**src/rtl/mont_pkg.sv**
```systemverilog
// Shared types and default constants for the Montgomery multiplier (Kyber q = 3329).
package mont_pkg;
  typedef enum logic [1:0] {
    MODE_REDC      = 2'd0,
    MODE_TO_MONT   = 2'd1,
    MODE_FULL      = 2'd2,
    MODE_FROM_MONT = 2'd3
  } mode_e;

  localparam int Q_KYBER    = 3329;
  localparam int QINV_KYBER = 3327;
  localparam int R2_KYBER   = 2385;
endpackage

```
**src/rtl/mont_redc3.sv**
```systemverilog
// Three-stage Montgomery REDC pass: r = x*y*R^-1 mod q, or x delayed unchanged when bypassed.
// The sideband is opaque here and travels in lockstep with the data.
module mont_redc3 import mont_pkg::*; #(
  parameter int WIDTH   = 12,
  parameter int MOD     = Q_KYBER,
  parameter int MOD_INV = QINV_KYBER,
  parameter int SIDE_W  = 6
) (
  input  logic              clk,
  input  logic              rst_n,
  input  logic              en,
  input  logic              in_valid,
  input  logic              in_bypass,
  input  logic [WIDTH-1:0]  in_x,
  input  logic [WIDTH-1:0]  in_y,
  input  logic [SIDE_W-1:0] in_side,
  output logic              out_valid,
  output logic [WIDTH-1:0]  out_r,
  output logic [SIDE_W-1:0] out_side
);
  localparam logic [WIDTH-1:0] QW = MOD[WIDTH-1:0];
  localparam logic [WIDTH-1:0] QI = MOD_INV[WIDTH-1:0];
  localparam logic [WIDTH:0]   QX = {1'b0, QW};

  logic [2:0]             vld_pipe;
  logic [2:0]             byp_pipe;
  logic [2:0][SIDE_W-1:0] side_pipe;
  logic [2*WIDTH-1:0]     t1, t2;
  logic [WIDTH-1:0]       m2, r3;

  logic [WIDTH-1:0]   m;
  logic [2*WIDTH-1:0] mq;
  logic [2*WIDTH:0]   sum;
  logic [WIDTH:0]     u;
  logic [WIDTH-1:0]   red;

  assign m   = t1[WIDTH-1:0] * QI;
  assign mq  = {{WIDTH{1'b0}}, m2} * {{WIDTH{1'b0}}, QW};
  // Low WIDTH bits of sum are zero by construction; u < 2q so one subtract suffices.
  assign sum = {1'b0, t2} + {1'b0, mq};
  assign u   = (WIDTH+1)'(sum >> WIDTH);
  assign red = (u >= QX) ? WIDTH'(u - QX) : WIDTH'(u);

  always_ff @(posedge clk or negedge rst_n) begin
    if (!rst_n) begin
      vld_pipe  <= '0;
      byp_pipe  <= '0;
      side_pipe <= '0;
      t1        <= '0;
      t2        <= '0;
      m2        <= '0;
      r3        <= '0;
    end else if (en) begin
      vld_pipe  <= {vld_pipe[1:0], in_valid};
      byp_pipe  <= {byp_pipe[1:0], in_bypass};
      side_pipe <= {side_pipe[1:0], in_side};
      t1        <= in_bypass ? {{WIDTH{1'b0}}, in_x}
                             : {{WIDTH{1'b0}}, in_x} * {{WIDTH{1'b0}}, in_y};
      t2        <= t1;
      m2        <= m;
      r3        <= byp_pipe[1] ? t2[WIDTH-1:0] : red;
    end
  end

  assign out_valid = vld_pipe[2];
  assign out_r     = r3;
  assign out_side  = side_pipe[2];
endmodule

```
**src/rtl/mont_mul_pipe.sv**
```systemverilog
// Six-stage pipelined Montgomery multiplier: two chained REDC passes with per-op mode and tag.
// Optional range-error flag out_err is enabled by defining MONT_MUL_ERRCHK_EN.
module mont_mul_pipe import mont_pkg::*; #(
  parameter int WIDTH   = 12,
  parameter int MOD     = Q_KYBER,
  parameter int MOD_INV = QINV_KYBER,
  parameter int R2_MOD  = R2_KYBER,
  parameter int TAG_W   = 4
) (
  input  logic             clk,
  input  logic             rst_n,
  input  logic             in_valid,
  output logic             in_ready,
  input  logic [1:0]       in_mode,
  input  logic [WIDTH-1:0] in_a,
  input  logic [WIDTH-1:0] in_b,
  input  logic [TAG_W-1:0] in_tag,
  output logic             out_valid,
  input  logic             out_ready,
  output logic [WIDTH-1:0] out_r,
  output logic [TAG_W-1:0] out_tag
`ifdef MONT_MUL_ERRCHK_EN
  ,
  output logic             out_err
`endif
);
  localparam logic [WIDTH-1:0] R2W = R2_MOD[WIDTH-1:0];
`ifdef MONT_MUL_ERRCHK_EN
  localparam int S1_W = TAG_W + 3;
  localparam int S2_W = TAG_W + 1;
`else
  localparam int S1_W = TAG_W + 2;
  localparam int S2_W = TAG_W;
`endif

  logic             adv;
  mode_e            mode;
  logic [WIDTH-1:0] y_sel;
  logic [S1_W-1:0]  p1_side_in, p1_side;
  logic [S2_W-1:0]  p2_side_in, p2_side;
  logic             p1_valid;
  logic [WIDTH-1:0] p1_r;
  logic             p2_bypass;

  // Whole pipe freezes only when a result is held and not taken.
  assign adv      = !(out_valid && !out_ready);
  assign in_ready = adv;
  assign mode     = mode_e'(in_mode);

  always_comb begin
    y_sel = in_b;
    case (mode)
      MODE_TO_MONT:   y_sel = R2W;
      MODE_FROM_MONT: y_sel = WIDTH'(1);
      default:        y_sel = in_b;
    endcase
  end

`ifdef MONT_MUL_ERRCHK_EN
  logic err_in;
  localparam logic [WIDTH-1:0] QW = MOD[WIDTH-1:0];
  assign err_in     = (in_a >= QW) ||
                      ((mode == MODE_REDC || mode == MODE_FULL) && (in_b >= QW));
  assign p1_side_in = {err_in, in_mode, in_tag};
  assign p2_side_in = {p1_side[TAG_W+2], p1_side[TAG_W-1:0]};
  assign out_err    = p2_side[TAG_W];
`else
  assign p1_side_in = {in_mode, in_tag};
  assign p2_side_in = p1_side[TAG_W-1:0];
`endif

  assign p2_bypass = mode_e'(p1_side[TAG_W+1:TAG_W]) != MODE_FULL;

  mont_redc3 #(.WIDTH(WIDTH), .MOD(MOD), .MOD_INV(MOD_INV), .SIDE_W(S1_W)) u_p1 (
    .clk(clk), .rst_n(rst_n), .en(adv),
    .in_valid(in_valid), .in_bypass(1'b0),
    .in_x(in_a), .in_y(y_sel), .in_side(p1_side_in),
    .out_valid(p1_valid), .out_r(p1_r), .out_side(p1_side)
  );

  mont_redc3 #(.WIDTH(WIDTH), .MOD(MOD), .MOD_INV(MOD_INV), .SIDE_W(S2_W)) u_p2 (
    .clk(clk), .rst_n(rst_n), .en(adv),
    .in_valid(p1_valid), .in_bypass(p2_bypass),
    .in_x(p1_r), .in_y(R2W), .in_side(p2_side_in),
    .out_valid(out_valid), .out_r(out_r), .out_side(p2_side)
  );

  assign out_tag = p2_side[TAG_W-1:0];
endmodule

```
**config.mk**
```make
export PLATFORM = sky130hd
export DESIGN_NAME = mont_mul_pipe
export DESIGN_NICKNAME = d
export VERILOG_FILES = /design/src/rtl/mont_pkg.sv /design/src/rtl/mont_redc3.sv /design/src/rtl/mont_mul_pipe.sv
export SDC_FILE = /design/constraint.sdc
export NUM_CORES = 1
export LEC_CHECK = 0
export BUFFER_PORTS_ARGS = -buffer_cell sky130_fd_sc_hd__buf_2
export CELL_PAD_IN_SITES_DETAIL_PLACEMENT = 2
export CELL_PAD_IN_SITES_GLOBAL_PLACEMENT = 2
export CORE_MARGIN = 2
export CORE_UTILIZATION = 29
export CTS_CLUSTER_DIAMETER = 30
export DETAILED_ROUTE_END_ITERATION = 8
export PLACE_DENSITY = 0.59
export SETUP_SLACK_MARGIN = 0.5
export SYNTH_ARGS = -nofsm -noshare
export SYNTH_HDL_FRONTEND = slang
export SYNTH_SLANG_ARGS = --single-unit
```
**constraint.sdc**
```tcl
create_clock -name clk -period 8.2 [get_ports clk]
set_clock_uncertainty 0.05 [all_clocks]
set_input_delay 0.82 -clock clk [delete_from_list [all_inputs] [get_ports clk]]
set_output_delay 0.82 -clock clk [all_outputs]
set_load 0.03 [all_outputs]
```
==> results_dict.tcl, run 1 <==
set metrics [dict create \
    core_sq_mm 0.0744 \
    netlist_instances 2370 \
    rr_startpoint "u_p2.m2[2]" \
    r2r_cells 21 \
    seq_area_frac_synth_pct 20.6 \
    period_share_pct 84.0 \
    gp_congestion 0.772 \
    period_needed_ps 6890 \
    firstDrtPassIters 4 \
    syn_area_per_cell_sq_um 9.21 \
    setup_viol 0 \
    pin_count 52 \
    die-height_microns 278 \
    maxCapViolations 0 \
    ys_top_cells_by_count "nand2_1 (448), inv_1 (408), ha_1 (389)" \
    antenna_found_initial 0 \
    cts-hold-fix-buffers 0 \
    synth-seq-cells 180 \
    synth_edf_count 0 \
    multiInputGateArea_sq_mm 0.0155 \
    async_reset_ff_share_pct 100 \
    die_x_microns 278 \
    ys_warn_count 0 \
    initial_core_util_pct 29.3 \
    rsz0062_at_grt "false" \
    fmax_ghz 0.145 \
    cts_setup_buffers 0 \
    status "finished, final reports clean" \
    vias 15800 \
    clockBufferDepth 2 \
    worstPathRequired_ps 8480 \
    crit_cells 23 \
    cts_tree "done" \
    vias_per_cell 4.70 \
    crit_start "in_mode[0]" \
    critPathMaxStageDelay_ps 730 \
    worst_path_max_delay_cell "nor2b_1" \
    slew_headroom_pct 39.7 \
    netlist_area_sq_mm 0.0218 \
    grt_max_degree 126 \
    cp-end-kind "flop" \
    fillers 8273 \
    hold-worst-slack_ps 325 \
    cts_buffers 17 \
    synth_top_area_share_pct 22.3 \
    startpoint_type "primary input" \
    cts-resized-gates 0 \
    row_count 100 \
    hold_class "primary input to asynchronous set/reset pin" \
    ff_latch_area_sq_mm 0.00450 \
    synth.distinct_cells 83 \
    die_area_sq_mm 0.0775 \
    tightest_slew_ps 903 \
    nets 3033 \
    crit_path_frequent_cell "o21ai_0" \
    cts-root-buf "clkbuf_16" \
    clk_pin_slew_ps 80 \
    drive_gt1_share_pct 5.60 \
    first_global_vias 18200 \
    hold_viol 0 \
    cp_num_buf_inv 4 \
    diodes 0 \
    synth.most_common_cell "nand2_1" \
    area_growth_pct 8.64 \
    crit_fanout 14 \
    finalMaxSlewViolations 0 \
    cp_top_family "compound AO/OA/AOI/OAI gates" \
    grtUsageTotal_pct 15.5 \
    clk_latency_ps 480 \
    portBuffers 51 \
    drt_iter0_markers 431 \
    wirelength_microns 57100 \
    hpwl_microns 47200 \
    synth_top_cell_by_area "ha_1" \
    ctsHtreeMaxLevel 4 \
    overflow 0 \
    antenna_left 0 \
    crit_type "primary input to flop" \
    syn_nets 3024 \
    wire_per_inst_microns 17.0 \
    cts.sinks 180 \
    grt_pass1_wl_microns 95800 \
    critPathArrivalTime_ps 7170 \
    ys.flop_type "dfrtp_1" \
    drc_errors 0 \
    synth_area_leaders "ha_1 (22%), fa_1 (21%), dfrtp_1 (21%)" \
    crit_chain "buf_2 -> nor2b_1 -> nand2_1 -> fa_1 -> inv_1 -> fa_1 -> inv_1 -> fa_1 -> fa_1 -> inv_1 -> ha_1 -> o21ai_0 -> a21boi_0 -> o21ai_0 -> a21boi_0 -> o21ai_0 -> a21boi_0 -> o21ai_0 -> a21oi_1 -> a211oi_1 -> o41ai_1 -> xnor2_1 -> o21ai_0" \
    setup-tns-final_ps 0 \
]
[cells in the final DEF, fill, tap and decap left out, types with 4 or more instances in the layout]
cell type / count
o41ai_1: 5
o31a_1: 4
mux2i_1: 7
a21boi_0: 5
inv_1: 407
ha_1: 389
nor2b_1: 14
fa_1: 231
buf_2: 50
a21oi_1: 71
nor3_1: 20
nand2b_1: 12
a22o_1: 9
clkinv_8: 4
clkbuf_16: 17
xor2_1: 35
nor4_1: 4
o21ai_1: 6
and3_1: 13
nor2_1: 71
a211o_1: 5
or3_1: 11
a21o_1: 22
o31ai_1: 10
and2_1: 59
o21ai_0: 62
nand3_1: 14
a221oi_1: 4
nand2_1: 448
o21a_1: 8
xnor2_1: 72
nand4_1: 7
a31oi_1: 5
o21bai_1: 12
buf_4: 17
or4_1: 4
inv_6: 6
dfrtp_1: 180
[path summary, 6_finish.rpt]
path / endpoint / slack (ps)
min reg2reg: u_p2.vld_pipe[1] / 420
max reg2reg: u_p2.out_r[3] / 1430
min: u_p1.t1[22] / 320
min in group clk: u_p2.vld_pipe[1] / 420
max in group asynchronous: u_p2.t1[23] / 6480
max: u_p1.t1[22] / 1310
[layout make-up]
class / count / share of cell area, %
Inverter: 408 / 6.48
Timing Repair Buffer: 69 / 1.74
Tap cell: 969 / 5.11
Sequential cell: 180 / 19.0
Clock buffer: 17 / 1.79
Clock inverter: 15 / 0.680
Multi-Input combinational cell: 1703 / 65.2
[layer usage]
layer	wire length (microns)	global-route usage, %	vias to the layer above
met4	803	3.35	0
met5	0	0	-
met2	28800	27.8	69
li1	-	-	7585
met1	26800	20.0	8108
met3	655	1.68	36
[cell families (layout without fill, tap and decap cells)]
| kind of cell | Yosys count | after routing | share of synthesized area (%) |
|---|---|---|---|
| DFF | 180 | 180 | 20.6 |
| and+or+nand+nor | 694 | 694 | 14.0 |
| adders and majority gates | 621 | 621 | 43.5 |
| AOI/OAI and AO/OA | 271 | 271 | 8.46 |
| muxes | 8 | 8 | 0.424 |
| xor gates and xnor gates | 109 | 109 | 4.44 |
| buffers and inverters | 487 | 509 | 8.56 |
[registers in the layout, indices dropped and copies added, names as in the netlist, 8 cells and up]
register,cells
u_p2.side_pipe,8
u_p2.t1,24
u_p1.t2,23
u_p2.t2,23
u_p1.side_pipe,12
u_p1.out_r,12
u_p1.t1,24
u_p2.m2,12
u_p2.out_r,12
u_p1.m2,12
[stage by stage]
step	std cells	setup WS, ps	utilization [%]	instance area (sq um)
finish	3361	1310	31.9	23700
global route	3361	708	31.9	23700
CTS	3361	1190	31.9	23700
detailed placement	3329	674	31.1	23100
global placement	3329	960	31.1	23100
floorplan	2370	1690	-	21800
Power of run 1 is not shown: default switching activity piles up to over one toggle a cycle in this logic, so the estimate is an artifact.
==> run 2, diff against run 1 <==
Settings changed: ABC_AREA from default to 1, PLACE_DENSITY 0.59 to 0.63.
Clock period 8.2 ns to 5.9 ns, I/O delays scaled along.
==> results_dict.tcl, run 2 <==
set metrics [dict create \
    netlist_instances 2803 \
    worst_path_max_delay_cell "fa_1" \
    hold-worst-slack_ps 25.4 \
    stdcell_area_sq_mm 0.0258 \
    cp_num_buf_inv 4 \
    fmax_ghz 0.194 \
    critPathMaxStageDelay_ps 610 \
    setup_viol 0 \
    grt_pass1_wl_microns 115000 \
    synth_top_area_share_pct 21.4 \
    finalMaxSlewViolations 0 \
    synth-seq-cells 180 \
    critPathArrivalTime_ps 5450 \
    syn_nets 3457 \
    netlist_area_sq_mm 0.0227 \
    synth.distinct_cells 45 \
    drt_iter0_markers 545 \
    syn_area_per_cell_sq_um 8.12 \
    worstPathRequired_ps 6190 \
    drc_errors 0 \
    ys_top_cells_by_count "nand2_1 (702), inv_1 (554), ha_1 (389)" \
    grtUsageTotal_pct 17.9 \
    antenna_found_initial 0 \
    cts-root-buf "clkbuf_16" \
    fillers 9009 \
    wire_per_inst_microns 17.8 \
    place_area_sq_mm 0.0244 \
    cp-end-kind "flop" \
    row_count 102 \
    crit_chain "buf_2 -> nand2_4 -> o21ai_2 -> buf_4 -> nor2_1 -> fa_1 -> fa_1 -> fa_2 -> fa_1 -> inv_1 -> fa_1 -> inv_1 -> ha_4 -> nand2_2 -> nor3_4 -> nand2_1 -> o211ai_1 -> a31oi_2 -> o21ai_2 -> nand2_1 -> nor2_2 -> nor2_1 -> o21ai_1 -> o22ai_1" \
    maxCapViolations 0 \
    seq_area_frac_synth_pct 19.8 \
    slew_headroom_pct 39.5 \
    diodes 0 \
    async_reset_ff_share_pct 100 \
    rsz0062_at_grt "true" \
    synth_top_cell_by_area "ha_1" \
    cp_top_family "adder cells" \
    die-height_microns 284 \
    crit_path_frequent_cell "fa_1" \
    ctsHtreeMaxLevel 4 \
    tightest_slew_ps 908 \
    reg_top3 "u_p1.t1 x24, u_p2.t1 x24" \
    mostFrequentLayoutCell "nand2_1" \
    clk_pin_slew_ps 80 \
    hpwl_microns 58100 \
    antenna_left 0 \
    wirelength_microns 70100 \
    vias_per_cell 4.68 \
    ys.flop_type "dfrtp_1" \
    vias 18400 \
    gp_congestion 0.849 \
    synth.most_common_cell "nand2_1" \
    die_x_microns 284 \
    grt_max_degree 190 \
    die_area_sq_mm 0.0807 \
    firstDrtPassIters 4 \
    ys_warn_count 0 \
    cts-hold-fix-buffers 0 \
    overflow 0 \
    crit_type "primary input to flop" \
    multiInputGateArea_sq_mm 0.0165 \
    period_share_pct 87.5 \
    crit_fanout 4 \
    ff_latch_area_sq_mm 0.00451 \
    area_growth_pct 13.5 \
    cts_buffers 17 \
    drive_gt1_share_pct 11.1 \
    hold_viol 0 \
    period_needed_ps 5160 \
    hold_class "primary input to asynchronous set/reset pin" \
    first_global_vias 21600 \
    synth_area_leaders "ha_1 (21%), fa_1 (20%), dfrtp_1 (20%)" \
    status "finished, final reports clean" \
    rrSetupSlack_ps 740 \
    nets 3537 \
    initial_core_util_pct 29.3 \
    clk_latency_ps 490 \
    layout_common_cells "nand2_1 (671), inv_1 (547), ha_1 (380)" \
    clockBufferDepth 2 \
    core_sq_mm 0.0776 \
    pin_count 52 \
    startpoint_type "primary input" \
    synth_edf_count 0 \
    cts.sinks 180 \
    cts_tree "done" \
    portBuffers 51 \
]
==> run 2: final timing paths <==
kind / from / endpoint / cells after the start
min reg2reg: u_p1.side_pipe[10] / u_p1.out_side[4] / 2
min in group clk: in_tag[1] / u_p1.side_pipe[1] / 3
max in group asynchronous: rst_n / u_p1.m2[2] / 2
min: rst_n / u_p2.vld_pipe[1] / 1
max reg2reg: u_p1.m2[2] / u_p1.out_r[6] / 25
max: in_mode[1] / u_p1.t1[20] / 24
==> run 2: per-layer routing <==
layer,global-route usage (%),vias up,wire [microns]
li1,-,8887,-
met1,22.4,9389,31200
met2,33.0,106,36600
met3,1.88,54,1090
met4,4.33,0,1200
met5,0,-,0
==> run 2: logic make-up after synthesis <==
logic type,Yosys count,share of synthesized area [%]
adders and majority gates,620,41.7
DFF,180,19.8
and+or+nand+nor,1057,19.2
AOI/OAI and AO/OA,268,6.43
xor gates and xnor gates,62,2.49
buffers and inverters,616,10.4
==> run 2: repair_timing <==
action,CTS,global route
endpoints found under the setup margin,26,34
setup buffers,1,18
gates cloned,1,2
gates resized for setup,29,139
pin swaps,2,43
==> run 2: worst reg2reg max path, stage by stage, from the launching register on <==
cell and delay, ps:
dfrtp_2 490, ha_1 300, inv_1 50, fa_1 520, inv_1 50, ha_1 280
inv_1 80, fa_1 420, fa_1 510, inv_1 70, ha_4 310, nand2_1 80
nor2_2 120, nor3b_4 250, nand2_2 100, nand3_2 80, nand2_1 90, nand2_4 120
nand3_2 150, nor3_4 240, nand3_4 180, nand3_4 160, nand2_1 80, nand2_1 80
nand3_1 110, nand2_1 120
==> run 2: stage by stage <==
stage | utilization (%) | cells | worst slack, ps | setup TNS, ps
2_1_floorplan | - | 2803 | 520 | 0
3_3_place_gp | 31.5 | 3882 | 31.5 | 0
3_5_place_dp | 31.5 | 3882 | -181 | -289
4_1_cts | 32.4 | 3916 | 513 | 0
5_1_grt | 33.3 | 3936 | 441 | 0
6_report | 33.3 | 3936 | 736 | 0
==> run 2: layout make-up <==
type                       instances  share of cell area, %
multi-input combinational       2010                   64.1
clock inverter                    14                  0.533
inverter                         560                   8.22
clock buffer                      18                   1.70
sequential                       180                   17.5
timing repair buffer             114                   2.98
tap                             1040                   5.04
Power of run 2 is left out for the same reason.
==> run 3, diff against run 2 <==
Settings changed: PLACE_DENSITY 0.63 to 0.61.
Clock period 5.9 ns to 6.4 ns, I/O delays scaled along.
==> results_dict.tcl, run 3 (synthesis gave the netlist of run 2 again) <==
set metrics [dict create \
    drc_errors 0 \
    cts-root-buf "clkbuf_16" \
    fillers 8984 \
    use_met1_pct 22.6 \
    die_area_sq_mm 0.0807 \
    worst_path_max_delay_cell "fa_1" \
    grt_max_degree 90 \
    fmax_ghz 0.179 \
    critPathMaxStageDelay_ps 550 \
    finalMaxSlewViolations 0 \
    antenna_left 0 \
    nets 3490 \
    layout_common_cells "nand2_1 (701), inv_1 (552), ha_1 (388)" \
    period_share_pct 87.2 \
    crit_type "primary input to flop" \
    wire_per_inst_microns 17.8 \
    diodes 0 \
    slew_headroom_pct 37.4 \
    rsz0062_at_grt "true" \
    overflow 0 \
    gr-usage-met3_pct 1.80 \
    firstDrtPassIters 5 \
    first_global_vias 21000 \
    top_usage_layer "met2" \
    initial_core_util_pct 29.3 \
    grtUsageTotal_pct 17.8 \
    vias 18300 \
    cts_tree "done" \
    setup_viol 0 \
    die-height_microns 284 \
    cts_buffers 17 \
    hpwl_microns 58100 \
    tightest_slew_ps 939 \
    pin_count 52 \
    globalRouteMet2Util_pct 31.9 \
    clk_latency_ps 490 \
    crit_fanout 11 \
    place_ws_ps -46.2 \
    cp-end-kind "flop" \
    cp_num_buf_inv 7 \
    grt_pass1_wl_microns 114000 \
    die_x_microns 284 \
    final.setup.worst_slack_ps 820 \
    drt_iter0_markers 621 \
    crit_cells 25 \
    hold_viol 0 \
    cts.sinks 180 \
    drive_gt1_share_pct 6.21 \
    cp_top_family "adder cells" \
    status "finished, final reports clean" \
    maxCapViolations 0 \
    clockBufferDepth 2 \
    ctsHtreeMaxLevel 4 \
    row_count 102 \
    reg_top3 "u_p1.t1 x24, u_p2.t1 x24" \
    core_sq_mm 0.0776 \
    area_growth_pct 9.79 \
    clk_pin_slew_ps 80 \
    antenna_found_initial 1 \
    startpoint_type "primary input" \
    place_inst 3856 \
    gp_congestion 0.847 \
    portBuffers 51 \
    worstPathRequired_ps 6700 \
    cts_setup_buffers 0 \
    period_needed_ps 5580 \
    hold_class "primary input to asynchronous set/reset pin" \
    critPathArrivalTime_ps 5880 \
    mostFrequentLayoutCell "nand2_1" \
    fin_cells 3889 \
    wirelength_microns 69100 \
    r2r_cells 25 \
    vias_per_cell 4.69 \
]
-- run 3: path summary, 6_finish.rpt --
check,start,end,slack (ps)
max,in_mode[0],u_p1.t1[20],820
min,rst_n,u_p1.out_r[5],80
max reg2reg,u_p2.m2[1],u_p2.out_r[9],900
min reg2reg,u_p1.side_pipe[11],u_p1.out_side[5],420
max in group asynchronous,rst_n,u_p1.t2[7],4910
min in group clk,in_valid,u_p1.vld_pipe[0],320
-- run 3: per-stage QoR --
stage | hold WS, ps | TNS [ps] | instance area (sq um) | util (%)
floorplan | 294 | 0 | 22700 | -
CTS | 75.8 | 0 | 24900 | 32.1
global placement | 408 | 0 | 24200 | 31.2
detailed placement | 420 | -46.2 | 24200 | 31.2
global route | 102 | 0 | 25000 | 32.2
finish | 78.5 | 0 | 25000 | 32.2
-- run 3: timing repair --
item | CTS | global route
gates cloned | 0 | 1
setup endpoints to repair | 6 | 25
hold buffers | 0 | 0
pin swaps | 0 | 1
resized for setup | 3 | 21
-- run 3: final cells by class --
cell class                 instances  area, sq um  area share (%)
clock buffer                      17          425            1.70
clock inverter                    15          253            1.01
inverter                         560         2120            8.47
multi-input combinational       2008        16000            64.0
sequential                       180         4510            18.0
tap                             1040         1300            5.21
timing repair buffer              69          399            1.60
-- run 3: metal layers --
metal | wire length [microns] | part of all wire (%)
met1 | 31800 | 46
met2 | 34900 | 51
met3 | 1040 | 1.5
met4 | 1410 | 2.0
met5 | 0 | 0
Power of run 3 is left out for the same reason.
